<file path="src/rtl/carry_sel_adder_pkg.sv">
// Shared constants and helpers for the carry-select adder.
// Default geometry is a 4-bit adder split into two 2-bit blocks.
package carry_sel_adder_pkg;

    localparam int DEFAULT_WIDTH = 4;
    localparam int DEFAULT_BLK   = 2;

    // Number of carry-select blocks for a given geometry.
    function automatic int num_blocks(input int width, input int blk);
        return width / blk;
    endfunction

endpackage

</file>
<file path="src/rtl/carry_sel_adder_rca_block.sv">
// Combinational BLK-bit ripple-carry adder.
// This is the building block for every carry-select stage.
module rca_block
    import carry_sel_adder_pkg::*;
#(
    parameter int BLK = DEFAULT_BLK
) (
    input  logic [BLK-1:0] a,
    input  logic [BLK-1:0] b,
    input  logic           cin,
    output logic [BLK-1:0] sum,
    output logic           cout
);

    logic [BLK:0] w_carry;

    assign w_carry[0] = cin;

    generate
        for (genvar gi = 0; gi < BLK; gi++) begin : g_bit
            assign sum[gi]       = a[gi] ^ b[gi] ^ w_carry[gi];
            assign w_carry[gi+1] = (a[gi] & b[gi]) | (w_carry[gi] & (a[gi] ^ b[gi]));
        end
    endgenerate

    assign cout = w_carry[BLK];

endmodule

</file>
<file path="src/rtl/carry_sel_adder.sv">
// Registered carry-select adder: {cout, sum} = a + b + cin, one cycle latency.
// Block 0 ripples from cin; higher blocks precompute both carry cases and select.
module carry_sel_adder
    import carry_sel_adder_pkg::*;
#(
    parameter int WIDTH = DEFAULT_WIDTH,
    parameter int BLK   = DEFAULT_BLK
) (
    input  logic             clk,
    input  logic             rst,
    input  logic [WIDTH-1:0] a,
    input  logic [WIDTH-1:0] b,
    input  logic             cin,
    output logic [WIDTH-1:0] sum,
    output logic             cout
);

    localparam int NBLK = num_blocks(WIDTH, BLK);

    generate
        if ((BLK < 1) || (WIDTH % BLK != 0)) begin : g_bad_geometry
            $error("carry_sel_adder: WIDTH must be a positive multiple of BLK");
        end
    endgenerate

    logic [NBLK:0]    w_carry;
    logic [WIDTH-1:0] w_sum;
    logic [WIDTH-1:0] r_sum;
    logic             r_cout;

    assign w_carry[0] = cin;

    rca_block #(.BLK(BLK)) u_blk0 (
        .a    (a[BLK-1:0]),
        .b    (b[BLK-1:0]),
        .cin  (w_carry[0]),
        .sum  (w_sum[BLK-1:0]),
        .cout (w_carry[1])
    );

    generate
        for (genvar gi = 1; gi < NBLK; gi++) begin : g_sel
            logic [BLK-1:0] w_sum0;
            logic [BLK-1:0] w_sum1;
            logic           w_cout0;
            logic           w_cout1;

            rca_block #(.BLK(BLK)) u_c0 (
                .a    (a[gi*BLK +: BLK]),
                .b    (b[gi*BLK +: BLK]),
                .cin  (1'b0),
                .sum  (w_sum0),
                .cout (w_cout0)
            );

            rca_block #(.BLK(BLK)) u_c1 (
                .a    (a[gi*BLK +: BLK]),
                .b    (b[gi*BLK +: BLK]),
                .cin  (1'b1),
                .sum  (w_sum1),
                .cout (w_cout1)
            );

            // Previous block's selected carry picks the precomputed result.
            assign w_sum[gi*BLK +: BLK] = w_carry[gi] ? w_sum1  : w_sum0;
            assign w_carry[gi+1]        = w_carry[gi] ? w_cout1 : w_cout0;
        end
    endgenerate

    always_ff @(posedge clk or posedge rst) begin
        if (rst) begin
            r_sum  <= '0;
            r_cout <= 1'b0;
        end else begin
            r_sum  <= w_sum;
            r_cout <= w_carry[NBLK];
        end
    end

    assign sum  = r_sum;
    assign cout = r_cout;

endmodule

</file>
<file path="config.mk">
export PLATFORM = sky130hd
export DESIGN_NAME = carry_sel_adder
export DESIGN_NICKNAME = d
export VERILOG_FILES = /design/src/rtl/carry_sel_adder_pkg.sv /design/src/rtl/carry_sel_adder_rca_block.sv /design/src/rtl/carry_sel_adder.sv
export SDC_FILE = /design/constraint.sdc
export NUM_CORES = 1
export LEC_CHECK = 0
export BUFFER_PORTS_ARGS = -buffer_cell sky130_fd_sc_hd__buf_2
export CAP_MARGIN = 20
export CORE_AREA = 3 3 40 42
export CTS_CLUSTER_SIZE = 16
export DETAILED_ROUTE_END_ITERATION = 7
export DIE_AREA = 0 0 43 45
export SKIP_LAST_GASP = 1
export SYNTH_ARGS = -nofsm -noshare
export SYNTH_HDL_FRONTEND = slang
export SYNTH_SLANG_ARGS = --single-unit
</file>
<file path="constraint.sdc">
create_clock -name clk -period 0.8 [get_ports clk]
set_input_delay 0.16 -clock clk [delete_from_list [all_inputs] [get_ports clk]]
set_output_delay 0.16 -clock clk [all_outputs]
set_load 0.02 [all_outputs]
</file>
==> impl_metrics.toml <==
[outcome]
status = "finished, violations left"
violations = "setup timing"

[cts]
post-cts-setup-buffer-count = 0
cts_tree = "yes"
path_clk_slew_ps = 40
clockBufferDepth = 2
cts_buffers = 3
numClockSinks = 5
cts-root-buf = "clkbuf_4"
cts_max_level = 1

[floorplanning]
die_w_um = 43
num_io_pins = 16
start_util = 0.212
die_area_mm2 = 0.00194
dieHeight_um = 45
num_rows = 13
core_mm2 = 0.00128

[final_layout]
area_growth_syn_to_layout_pct = 78.0
drive_above_1_share = 0.578
final_cell_count_no_fill = 60
fill_cells = 139
n_antenna_cell = 0
nNetsFinal = 62

[pwr]
power_leakage_uw = 0.000262
switchingPower_uw = 242
swShare = 0.276
internal_power_uw = 634
ir_drop_mv = 0.422
pwr-share-comb = 0.322
power.share.clock = 0.319
p_seq_frac = 0.359
p_per_area_mw_per_mm2 = 1800

[detailed_routing]
drc_errors = 0
totalWireLength_um = 425
dr_total_vias = 203
via_per_inst = 3.38
drt_iter0_drc = 0
wl_per_cell_um = 7.08
ant_nets = 0
firstDrtPassIters = 1

[setup_path]
worst_setup_path_end_kind = "register"
critical_path_class = "in -> reg"
crit_fanout = 3
worst_ep_required_time_ps = 930
critPathLaunchType = "input port"
cp.arrival_ps = 1530

[timing]
relSlewSlack = 0.886
slew_viol_final = 0
setup_violations = 9
max_freq_mhz = 711
layout_setup_ws_ps = -607
fin_crit_ps = 1410
rsz0062_at_grt = "yes"
tightestPinTransition_ps = 172
post-route-period-util = 1.76
hold_violations = 0
holdWs_ps = 243

[yosys]
avgSynthCellArea_um2 = 10.9
syn_nets = 41
ys_ff_latch = 5
synth_cell_types = 7
syn_area_um2 = 273
netlist_instances = 25
yosys_warnings = 0
synth-seq-area-share = 0.459

[placed_design]
dp_hpwl_um = 379
port_buffers = 15
place_inst = 55
place.gp.congestion = 0.617

[global_routing]
grt_use_met2 = 0.0898
antenna_found_initial = 0
grt_pass1_wl_um = 683
grt_busiest_layer = "met2"
grt-ovfl-total = 0
grt_pass1_vias = 220
grt_use_met1 = 0.0422
grt_max_degree = 6
grt_util_all_layers = 0.0496
grtUsageMet3 = 0

[worst_hold_path]
min_path_type = "in -> reg"

[run]
maxCapViolations = 0
[layer usage]
metal  wire, um  up-vias
li1           -      105
met1        144       88
met2        229       10
met3         51        0
met4          0        0
met5          0        -
[cells by family (layout without fill, tap and decap cells)]
kind of cell	after synthesis	count (layout)	share of synthesized area
AOI/OAI and AO/OA	1	1	0.0183
xor gates and xnor gates	1	1	0.0321
adders and majority gates	5	5	0.312
buffers and inverters	12	32	0.165
DFF	5	5	0.459
and+or+nand+nor	1	1	0.0137
[power groups by stage]
stage,Clock (uW),Combinational [uW],Sequential (uW)
global route,299,307,320
CTS,297,288,315
global placement,0,217,307
detailed placement,0,222,307
finish,279,282,315
floorplan,0,73.6,367
[layout make-up]
type	count	area [um^2]	share of cell area
Timing Repair Buffer	16	139	0.286
Inverter	12	62.6	0.129
Tap cell	15	18.8	0.0387
Sequential cell	5	125	0.258
Clock buffer	4	26.3	0.0541
Multi-Input combinational cell	8	114	0.235
[worst max-delay path: stages]
cell and delay (ps):
buf_8 110, inv_12 40, fa_2 180, inv_2 30, fa_2 370, nand2_2 80
o21ai_2 50, fa_1 470, inv_1 40
[sequential cells by signal, indices dropped and copies added (netlist names)]
name,count
sum,4
cout,1
[cells in the mapped netlist]
master    n  share of area
dfrtp_1   5           0.46
fa_1      3           0.22
ha_1      2          0.092
inv_1    12           0.17
nand2_1   1          0.014
o21ai_0   1          0.018
xor2_1    1          0.032
[timing repair]
item | CTS | global route
gates resized for setup | 17 | 0
pin swaps | 4 | 0
endpoints found under the hold margin | 5 | 0
setup endpoints to repair | 10 | 9
hold buffers | 1 | 0
[path summary, 6_finish.rpt]
kind / end / start / cells after the start / slack [ps]
max in group asynchronous: sum[3] / rst / 3 / 280
min in group asynchronous: sum[2] / rst / 3 / 360
setup / recovery: sum[3] / a[0] / 9 / -610
hold / removal: sum[1] / b[1] / 2 / 240
[per-stage QoR]
step	total power, uW	setup TNS, ps	area, um^2	worst slack, ps	utilization
2_1_floorplan	441	-1960	299	-733	-
3_3_place_gp	524	-2990	393	-936	0.306
3_5_place_dp	529	-3070	393	-960	0.306
4_1_cts	900	-1930	485	-609	0.378
5_1_grt	926	-2110	485	-642	0.378
6_report	875	-1870	485	-607	0.378
[cell usage in the layout (no fill, tap or decap), types with 2 or more instances in the layout]
cell	netlist	routed
buf_2	0	7
buf_6	0	7
clkbuf_4	0	3
dfrtp_1	5	5
fa_2	0	2
ha_1	2	2
inv_1	12	8
inv_2	0	2
(Power assumes the default switching activity.)
